===== src/rtl/node_eval_datapath.sv =====
// Feature double-buffer, bias + sum(coeff*feature) accumulator and result register
// closing the decision loop of the tree-walk control block.
module node_eval_datapath #(
    parameter int FEATURES          = 3,
    parameter int COEFF_BIT_DEPTH   = 4,
    parameter int BIAS_BIT_DEPTH    = 10,
    parameter int FEATURE_BIT_DEPTH = 8,
    parameter int ACC_WIDTH         = 16
) (
    input  logic                                   clk,
    input  logic                                   reset,
    input  logic                                   in_valid,
    output logic                                   in_ready,
    input  logic [FEATURES*FEATURE_BIT_DEPTH-1:0]  in_features,
    output logic                                   next,
    input  logic                                   load_bias,
    input  logic                                   add,
    input  logic                                   mult,
    input  logic                                   is_one,
    input  logic [COEFF_BIT_DEPTH-1:0]             coeff,
    input  logic [BIAS_BIT_DEPTH-1:0]              bias,
    output logic                                   child_direction,
    input  logic [$clog2(FEATURES)-1:0]            ctl_level,
    input  logic [$clog2(FEATURES)-1:0]            ctl_path,
    input  logic                                   ctl_out_valid,
    output logic                                   cls_valid,
    output logic [$clog2(FEATURES)-1:0]            cls_level,
    output logic [$clog2(FEATURES)-1:0]            cls_path,
    output logic                                   protocol_err
);
    localparam int IDX_W  = $clog2(FEATURES);
    localparam int FW     = FEATURE_BIT_DEPTH;
    localparam int PROD_W = COEFF_BIT_DEPTH + FEATURE_BIT_DEPTH;
    localparam logic [IDX_W-1:0] LAST_IDX = IDX_W'(FEATURES - 1);

    logic [FEATURES*FW-1:0] active_feat, pending_feat;
    logic                   active_full, pending_full, moved, dir_q;
    logic [IDX_W-1:0]       feat_idx, cur_idx, idx_next;
    logic [ACC_WIDTH-1:0]   acc, acc_next, term, bias_ext;
    logic [FW-1:0]          cur_feat;
    logic signed [PROD_W-1:0] product;
    logic                   accept, move, last_term;

    always_comb begin
        in_ready = ~pending_full;
        accept   = in_valid & ~pending_full;
        move     = ~active_full & pending_full;
        // A load_bias cycle always evaluates feature 0, whatever feat_idx holds.
        cur_idx  = load_bias ? '0 : feat_idx;
        cur_feat = '0;
        for (int i = 0; i < FEATURES; i++) begin
            if (cur_idx == IDX_W'(i))
                cur_feat = active_feat[(FEATURES-1-i)*FW +: FW];
        end
        product  = PROD_W'($signed(coeff)) * PROD_W'($signed(cur_feat));
        term     = '0;
        if (active_full) begin
            if (is_one)
                term = {{(ACC_WIDTH-FW){cur_feat[FW-1]}}, cur_feat};
            else if (mult)
                term = {{(ACC_WIDTH-PROD_W){product[PROD_W-1]}}, product};
        end
        bias_ext = {{(ACC_WIDTH-BIAS_BIT_DEPTH){bias[BIAS_BIT_DEPTH-1]}}, bias};
        acc_next = acc;
        if (add)
            acc_next = (load_bias ? bias_ext : acc) + term;
        idx_next  = (cur_idx == LAST_IDX) ? LAST_IDX : cur_idx + 1'b1;
        last_term = add && (cur_idx == LAST_IDX);
        // Decision is visible in the cycle of the final term, then held.
        child_direction = last_term ? ~acc_next[ACC_WIDTH-1] : dir_q;
    end

    always_ff @(posedge clk or negedge reset) begin
        if (!reset) begin
            active_feat  <= '0;
            pending_feat <= '0;
            active_full  <= 1'b0;
            pending_full <= 1'b0;
            moved        <= 1'b0;
            next         <= 1'b0;
            acc          <= '0;
            feat_idx     <= '0;
            dir_q        <= 1'b0;
            cls_valid    <= 1'b0;
            cls_level    <= '0;
            cls_path     <= '0;
            protocol_err <= 1'b0;
        end else begin
            if (accept) begin
                pending_feat <= in_features;
                pending_full <= 1'b1;
            end else if (move) begin
                pending_full <= 1'b0;
            end
            if (move) begin
                active_feat <= pending_feat;
                active_full <= 1'b1;
            end else if (ctl_out_valid) begin
                active_full <= 1'b0;
            end
            moved <= move;
            next  <= moved;
            acc   <= acc_next;
            if (add)
                feat_idx <= idx_next;
            if (last_term)
                dir_q <= ~acc_next[ACC_WIDTH-1];
            cls_valid <= ctl_out_valid;
            if (ctl_out_valid) begin
                cls_level <= ctl_level;
                cls_path  <= ctl_path;
            end
            if ((add || ctl_out_valid) && !active_full)
                protocol_err <= 1'b1;
        end
    end
endmodule


===== config.mk =====
export PLATFORM = sky130hd
export DESIGN_NAME = node_eval_datapath
export DESIGN_NICKNAME = d
export VERILOG_FILES = /design/src/rtl/node_eval_datapath.sv
export SDC_FILE = /design/constraint.sdc
export NUM_CORES = 1
export LEC_CHECK = 0
export ABC_AREA = 0
export CORE_ASPECT_RATIO = 1.2
export CORE_MARGIN = 8
export CORE_UTILIZATION = 57
export DETAILED_ROUTE_END_ITERATION = 10
export PLACE_DENSITY = 0.81
export SYNTH_ARGS = -nofsm -noshare
export SYNTH_HDL_FRONTEND = slang
export SYNTH_SLANG_ARGS = --single-unit

===== constraint.sdc =====
create_clock -name clk -period 9.6 [get_ports clk]
set_input_delay 0.96 -clock clk [delete_from_list [all_inputs] [get_ports clk]]
set_output_delay 0.96 -clock clk [all_outputs]
set_load 0.02 [all_outputs]

==> results of run 1 <==
==> synthesized netlist by cell type (2+ instances only) <==
cell                         n
sky130_fd_sc_hd__o211ai_1    2
sky130_fd_sc_hd__a21o_1      6
sky130_fd_sc_hd__o21ai_0    26
sky130_fd_sc_hd__o2111ai_1   3
sky130_fd_sc_hd__nor2b_1    10
sky130_fd_sc_hd__dfrtp_1    77
sky130_fd_sc_hd__xnor2_1    17
sky130_fd_sc_hd__a22oi_1     3
sky130_fd_sc_hd__a31oi_1     4
sky130_fd_sc_hd__xor2_1      3
sky130_fd_sc_hd__inv_1      31
sky130_fd_sc_hd__fa_1       18
sky130_fd_sc_hd__a21oi_1    30
sky130_fd_sc_hd__nand3_1     4
sky130_fd_sc_hd__or3_2       2
sky130_fd_sc_hd__clkbuf_1   13
sky130_fd_sc_hd__and2_1     20
sky130_fd_sc_hd__a211oi_1    2
sky130_fd_sc_hd__nor2_1     33
sky130_fd_sc_hd__buf_1       2
sky130_fd_sc_hd__o22ai_1     2
sky130_fd_sc_hd__mux2_2     70
sky130_fd_sc_hd__nand2_1    29
sky130_fd_sc_hd__or3_1       2
sky130_fd_sc_hd__o21a_1      6
sky130_fd_sc_hd__nand2b_1    4
sky130_fd_sc_hd__o21bai_1    5
sky130_fd_sc_hd__and3_1      4
sky130_fd_sc_hd__ha_1       39
==> power by group <==
| group | leakage, nW | switching (W) | total (W) | internal [W] |
|---|---|---|---|---|
| sequential | 0.901 | 0.0000889 | 0.000571 | 0.000482 |
| combinational | 1.72 | 0.000759 | 0.00149 | 0.000730 |
| clock | 0.0960 | 0.000127 | 0.000248 | 0.000121 |
==> what timing repair did <==
action / 4_1_cts / 5_1_grt
buffers inserted: 0 / 0
gates resized for setup: 0 / 2
endpoints found under the setup margin: 0 / 1
hold buffers: 0 / 0
==> through the flow <==
| stage | utilization | instances | power (W) | hold WS, ns | area (um^2) |
|---|---|---|---|---|---|
| floorplan | - | 485 | 0.00171 | 0.331 | 5090 |
| global placement | 0.660 | 657 | 0.00201 | 0.336 | 5840 |
| detailed placement | 0.660 | 657 | 0.00207 | 0.346 | 5840 |
| CTS | 0.683 | 673 | 0.00233 | 0.367 | 6040 |
| global route | 0.683 | 673 | 0.00255 | 0.378 | 6040 |
| finish | 0.683 | 673 | 0.00231 | 0.363 | 6040 |
==> flip-flops by register name, indices dropped and copies added (netlist names), named ones only <==
| name | flops |
|---|---|
| cls_path | 2 |
| pending_feat | 24 |
| acc | 15 |
| moved | 1 |
| pending_full | 1 |
| active_full | 1 |
| cls_level | 2 |
| dir_q | 1 |
| cls_valid | 1 |
| protocol_err | 1 |
| active_feat | 24 |
| feat_idx | 2 |
| next | 1 |
==> layout by cell type, fill, tap and decap left out, types with 5 or more instances in the layout <==
cell type	count
sky130_fd_sc_hd__fa_1	18
sky130_fd_sc_hd__o21a_1	6
sky130_fd_sc_hd__and2_1	20
sky130_fd_sc_hd__a21o_1	6
sky130_fd_sc_hd__clkbuf_8	9
sky130_fd_sc_hd__o21bai_1	5
sky130_fd_sc_hd__xnor2_1	17
sky130_fd_sc_hd__ha_1	38
sky130_fd_sc_hd__o21ai_0	26
sky130_fd_sc_hd__clkdlybuf4s50_1	56
sky130_fd_sc_hd__dfrtp_1	77
sky130_fd_sc_hd__nand2_1	29
sky130_fd_sc_hd__inv_1	31
sky130_fd_sc_hd__buf_4	12
sky130_fd_sc_hd__mux2_2	70
sky130_fd_sc_hd__nor2_1	32
sky130_fd_sc_hd__a21oi_1	30
sky130_fd_sc_hd__nor2b_1	9
==> logic make-up (layout without fill, tap and decap cells) <==
| kind of cell | Yosys count | after routing | synth area share |
|---|---|---|---|
| fa+ha+maj | 57 | 57 | 0.167 |
| xor+xnor | 20 | 20 | 0.0344 |
| compound gates | 98 | 98 | 0.118 |
| flops | 77 | 77 | 0.378 |
| buf+inv | 49 | 117 | 0.0366 |
| mux | 71 | 71 | 0.157 |
| simple gates | 113 | 113 | 0.109 |
==> worst register-to-register path: stages, from the launching register on <==
cell and delay, ns:
sky130_fd_sc_hd__dfrtp_1 0.35, sky130_fd_sc_hd__nand2b_1 0.12, sky130_fd_sc_hd__inv_1 0.10, sky130_fd_sc_hd__ha_2 0.25, sky130_fd_sc_hd__nor2_1 0.08, sky130_fd_sc_hd__a21oi_1 0.18
sky130_fd_sc_hd__o21a_1 0.16, sky130_fd_sc_hd__nand2_1 0.08, sky130_fd_sc_hd__fa_1 0.51, sky130_fd_sc_hd__fa_1 0.57, sky130_fd_sc_hd__fa_1 0.41, sky130_fd_sc_hd__inv_1 0.06
sky130_fd_sc_hd__ha_1 0.15, sky130_fd_sc_hd__inv_1 0.05, sky130_fd_sc_hd__fa_1 0.40, sky130_fd_sc_hd__nor2b_1 0.17, sky130_fd_sc_hd__o2111ai_1 0.14, sky130_fd_sc_hd__and3_1 0.20
sky130_fd_sc_hd__or3_1 0.34, sky130_fd_sc_hd__a31oi_1 0.27, sky130_fd_sc_hd__nor2_1 0.15, sky130_fd_sc_hd__ha_1 0.29, sky130_fd_sc_hd__or3_2 0.47, sky130_fd_sc_hd__o31a_1 0.31
sky130_fd_sc_hd__or3_1 0.34, sky130_fd_sc_hd__a211o_1 0.33, sky130_fd_sc_hd__a31o_1 0.22
==> layer usage <==
layer  share of wire  GRT usage  vias to the layer above
met5               0          0                        -
met4           0.024     0.0800                        0
met2            0.53      0.330                       74
met1            0.41      0.216                     1785
met3           0.037     0.0382                       22
li1                -          -                     1802
==> area by class of cell <==
class	instances	area (um^2)	share of cell area
multi-input combinational	359	2990	0.494
clock inverter	7	72.6	0.0120
inverter	32	120	0.0199
sequential	77	1930	0.319
timing repair buffer	69	663	0.110
tap	120	150	0.0248
clock buffer	9	124	0.0205
==> worst min path at each step <==
stage,cells after the start,slack (ns),from,end
4_1_cts,0,0.37,moved,next
6_report,0,0.36,moved,next
5_1_grt,0,0.38,moved,next
3_3_place_gp,0,0.34,moved,next
3_5_place_dp,0,0.35,moved,next
2_1_floorplan,0,0.33,moved,next
==> insert_results.sql, run 1 <==
INSERT INTO impl_metrics (metric_group, metric, value, unit) VALUES
('min_path', 'holdCritPathClass', 'reg2reg', ''),
('critical_path', 'critical-path-top-delay-family', 'adder cells', ''),
('critical_path', 'worst_r2r_path_depth', '26', ''),
('timing', 'finalWorstPathRequiredPeriod', '9.08', 'ns'),
('grt', 'grt_use_total', '0.189', ''),
('run', 'drv_cap', '0', ''),
('placement', 'dp_hpwl', '8320', 'um'),
('timing', 'post-route-worst-setup-slack', '0.520', 'ns'),
('synthesis', 'synth_top_cells_by_area', 'sky130_fd_sc_hd__dfrtp_1 (38%), sky130_fd_sc_hd__mux2_2 (15%), sky130_fd_sc_hd__ha_1 (9.6%)', ''),
('synthesis', 'post_synth_num_cell_types', '47', ''),
('timing', 'tns', '0', 'ns'),
('critical_path', 'crit_end_element', 'output pin', ''),
('drt', 'antenna_nets_post_route', '0', ''),
('timing', 'max_freq', '0.110', 'GHz'),
('clocking', 'clk_root_buffer_cell', 'sky130_fd_sc_hd__clkbuf_8', ''),
('synthesis', 'syn_area', '5090', 'um^2'),
('timing', 'grt_setup_unrepaired', 'no', ''),
('grt', 'grt_max_degree', '78', ''),
('timing', 'finalSetupViolCount', '0', ''),
('synthesis', 'post_synth_top_area_cell', 'sky130_fd_sc_hd__dfrtp_1', ''),
('power', 'vdd.ir_drop.worst', '0.206', 'mV'),
('floorplan', 'fp-row-count', '38', ''),
('power', 'power.density', '382', 'nW/um^2'),
('critical_path', 'worstSetupPathDepth', '28', ''),
('critical_path', 'reg2reg_setup_slack', '2.80', 'ns'),
('critical_path', 'crit_arrival', '8.12', 'ns'),
('placement', 'io_buffers', '58', ''),
('clocking', 'cts.path.max_buffers', '2', ''),
('clocking', 'clk_pin_slew_worst_paths', '0.09', 'ns'),
('timing', 'hold_viol', '0', ''),
('critical_path', 'crit_fanout', '8', ''),
('status', 'status', 'finished clean', ''),
('critical_path', 'critical_path.reg2reg.startpoint', 'feat_idx[0]', ''),
('finish', 'synthToLayoutAreaGrowth', '18.7', '%'),
('finish', 'filler_cell_count', '726', ''),
('critical_path', 'timing.critical_path.slowest_stage_cell', 'sky130_fd_sc_hd__fa_1', ''),
('synthesis', 'synth.avg_cell_area', '10.5', 'um^2'),
('timing', 'final.period_utilization', '0.946', ''),
('grt', 'grt_pass1_vias', '4121', ''),
('synthesis', 'post_synth_inst_count', '485', ''),
('timing', 'relative_slew_slack', '0.200', ''),
('placement', 'finalWeightedCongestion', '0.888', ''),
('drt', 'drc_viols', '0', ''),
('drt', 'routed_length_per_instance', '15.9', 'um'),
('placement', 'dp_worst_setup_slack', '0.129', 'ns'),
('finish', 'antenna_cells_inserted', '0', ''),
('critical_path', 'cp_slowest_stage_delay', '0.57', 'ns'),
('floorplan', 'dieHeight', '120', 'um'),
('power', 'power_leakage', '2.72', 'nW'),
('critical_path', 'required_time_reported_for_the_critical_path_endpoint', '8.64', 'ns'),
('synthesis', 'synth_flop_cell', 'sky130_fd_sc_hd__dfrtp_1', ''),
('clocking', 'clock_buffers_created_by_tritoncts', '9', ''),
('grt', 'overflow', '0', ''),
('floorplan', 'top_level_ports', '59', ''),
('floorplan', 'die-area', '12200', 'um^2'),
('floorplan', 'design.core.area', '8840', 'um^2'),
('grt', 'grt_pass1_wl', '18500', 'um'),
('drt', 'postRouteWirelength', '10700', 'um'),
('drt', 'detailedRoute.firstPassIterationCount', '4', ''),
('drt', 'num_vias', '3683', ''),
('synthesis', 'seq_total_area_yosys', '0.378', ''),
('timing', 'worstMarginPinSlew', '1.20', 'ns'),
('clocking', 'clock_tree.htree_level_count', '3', ''),
('synthesis', 'ys_ff_latch', '77', ''),
('grt', 'grt_antenna_before_repair', '0', ''),
('critical_path', 'critical_path.n_buffers_inverters', '5', ''),
('drt', 'route.detailed.vias_per_inst', '5.47', ''),
('synthesis', 'synth-edff-count', '0', ''),
('timing', 'fin_skew', '0.0111', 'ns'),
('synthesis', 'ys.warnings.count', '0', ''),
('critical_path', 'critical_path_source_type', 'input port', '');
Note: power is estimated with default switching activity, not from simulation.
==> run 2, diff against run 1 <==
Settings changed: ABC_CLOCK_PERIOD_IN_PS from default to 9600, CTS_CLUSTER_DIAMETER from default to 60.
==> results of run 2 <==
Final layout, timing and power as in run 1 (identical DEF).
==> run 3, diff against run 2 <==
Settings changed: PLACE_DENSITY 0.81 to default, PLACE_DENSITY_LB_ADDON from default to 0.08.
==> insert_results.sql, run 3 (synthesis results as in run 1) <==
INSERT INTO impl_metrics (metric_group, metric, value, unit) VALUES
('critical_path', 'cpMostUsedCell', 'sky130_fd_sc_hd__fa_1', ''),
('timing', 'hold_viol', '0', ''),
('timing', 'final.period_utilization', '0.951', ''),
('timing', 'finalSetupViolCount', '0', ''),
('timing', 'fin_skew', '0.00991', 'ns'),
('floorplan', 'die-area', '12200', 'um^2'),
('timing', 'fin_worst_hold_slack', '0.353', 'ns'),
('timing', 'max_freq', '0.110', 'GHz'),
('clocking', 'clock_buffers_created_by_tritoncts', '9', ''),
('grt', 'grt_pass1_wl', '17900', 'um'),
('critical_path', 'crit_arrival', '8.17', 'ns'),
('drt', 'detailedRoute.firstPassIterationCount', '5', ''),
('timing', 'finalWorstPathRequiredPeriod', '9.13', 'ns'),
('critical_path', 'crit_fanout', '7', ''),
('clocking', 'clk_pin_slew_worst_paths', '0.08', 'ns'),
('drt', 'num_vias', '3712', ''),
('clocking', 'clk_latency', '0.36', 'ns'),
('finish', 'post-route-util', '0.683', ''),
('finish', 'layout_commonest_cell', 'sky130_fd_sc_hd__dfrtp_1', ''),
('grt', 'overflow', '0', ''),
('critical_path', 'worst-setup-path-type', 'in2out', ''),
('grt', 'grt_max_degree', '78', ''),
('timing', 'slew_viol_final', '0', ''),
('floorplan', 'fp-row-count', '38', ''),
('status', 'status', 'finished clean', ''),
('critical_path', 'crit_end_element', 'output pin', ''),
('drt', 'routed_length_per_instance', '15.9', 'um'),
('critical_path', 'critical_path_source_type', 'input port', ''),
('clocking', 'clk_root_buffer_cell', 'sky130_fd_sc_hd__clkbuf_8', ''),
('drt', 'detailedRoute.firstIterationViolations', '108', ''),
('power', 'vdd.ir_drop.worst', '0.178', 'mV'),
('min_path', 'holdCritPathClass', 'reg2reg', ''),
('drt', 'drc_viols', '0', ''),
('grt', 'grt_use_total', '0.186', ''),
('finish', 'synthToLayoutAreaGrowth', '18.7', '%'),
('placement', 'io_buffers', '58', ''),
('clocking', 'cts.repair_timing.setup_buffer_count', '0', ''),
('grt', 'grt_antenna_before_repair', '0', ''),
('drt', 'antenna_nets_post_route', '0', ''),
('finish', 'biggestRegsByFlops', 'active_feat (24), pending_feat (24), acc (15)', ''),
('finish', 'final_cell_mix', 'sky130_fd_sc_hd__dfrtp_1 (77), sky130_fd_sc_hd__mux2_2 (70), sky130_fd_sc_hd__clkdlybuf4s50_1 (56)', ''),
('timing', 'grt_setup_unrepaired', 'no', ''),
('finish', 'drive_gt1_frac', '0.190', ''),
('floorplan', 'initial_utilization', '0.576', ''),
('clocking', 'cts.sinks', '77', ''),
('timing', 'relative_slew_slack', '0.222', ''),
('critical_path', 'timing.critical_path.slowest_stage_cell', 'sky130_fd_sc_hd__fa_1', ''),
('clocking', 'cts.path.max_buffers', '2', ''),
('placement', 'placedCellCount', '657', ''),
('power', 'power_leakage', '2.72', 'nW'),
('drt', 'route.detailed.vias_per_inst', '5.52', ''),
('run', 'drv_cap', '0', ''),
('timing', 'tns', '0', 'ns'),
('placement', 'finalWeightedCongestion', '0.902', ''),
('critical_path', 'required_time_reported_for_the_critical_path_endpoint', '8.64', 'ns'),
('finish', 'nets_final', '655', ''),
('finish', 'antenna_cells_inserted', '0', ''),
('floorplan', 'top_level_ports', '59', ''),
('power', 'power.density', '381', 'nW/um^2'),
('placement', 'dp_hpwl', '8390', 'um'),
('clocking', 'clock_tree.htree_level_count', '3', ''),
('power', 'p_total', '0.00230', 'W'),
('floorplan', 'fp.dieW', '102', 'um'),
('timing', 'worstMarginPinSlew', '1.16', 'ns'),
('floorplan', 'dieHeight', '120', 'um'),
('drt', 'postRouteWirelength', '10700', 'um'),
('critical_path', 'cp_slowest_stage_delay', '0.57', 'ns'),
('grt', 'grt_pass1_vias', '3835', ''),
('floorplan', 'design.core.area', '8840', 'um^2'),
('finish', 'layoutNonFillerInstCount', '673', ''),
('clocking', 'cts_tree', 'done', '');
-- run 3: critical path: cells and delay by family --
family / cells / cell delay, ns
fa+ha+maj: 7 / 2.59
simple gates: 9 / 2.09
buf+inv: 5 / 1.01
compound gates: 7 / 1.52
-- run 3: stage by stage --
stage	area (um^2)	setup slack [ns]
floorplan	5090	0.653
global placement	5840	0.234
detailed placement	5840	0.0736
CTS	6040	0.0538
global route	6040	0.0375
finish	6040	0.468
-- run 3: final timing paths --
check | start | to | slack (ns) | cells past startpoint
max in group asynchronous | reset | active_feat[0] | 8.21 | 1
min in group asynchronous | reset | async pin | 0.72 | 1
setup reg to reg | feat_idx[0] | register | 2.76 | 26
hold / removal | moved | next | 0.35 | 0
hold reg to reg | moved | next | 0.35 | 0
setup / recovery | load_bias | child_direction | 0.47 | 28
-- run 3: layer usage --
metal / up-vias / part of all wire / track usage
li1: 1812 / - / -
met1: 1814 / 0.42 / 0.226
met2: 68 / 0.52 / 0.311
met3: 18 / 0.034 / 0.0406
met4: 0 / 0.025 / 0.0727
met5: - / 0 / 0
-- run 3: layout make-up --
class | count | area [um^2]
clock buffer | 9 | 124
inverter | 32 | 120
tap | 120 | 150
clock inverter | 7 | 73.8
timing repair buffer | 69 | 663
multi-input combinational | 359 | 2990
fill | 732 | 2800
sequential | 77 | 1930
-- run 3: report_power, final --
part	switching, W	total [W]	internal, W
Sequential	0.0000895	0.000572	0.000483
Clock	0.000125	0.000245	0.000121
Combinational	0.000754	0.00148	0.000731
-- run 3: timing repair --
item | in CTS | in global routing
gates resized for setup | 0 | 3
hold endpoints to repair | 0 | 0
hold buffers | 0 | 0
endpoints found under the setup margin | 0 | 1
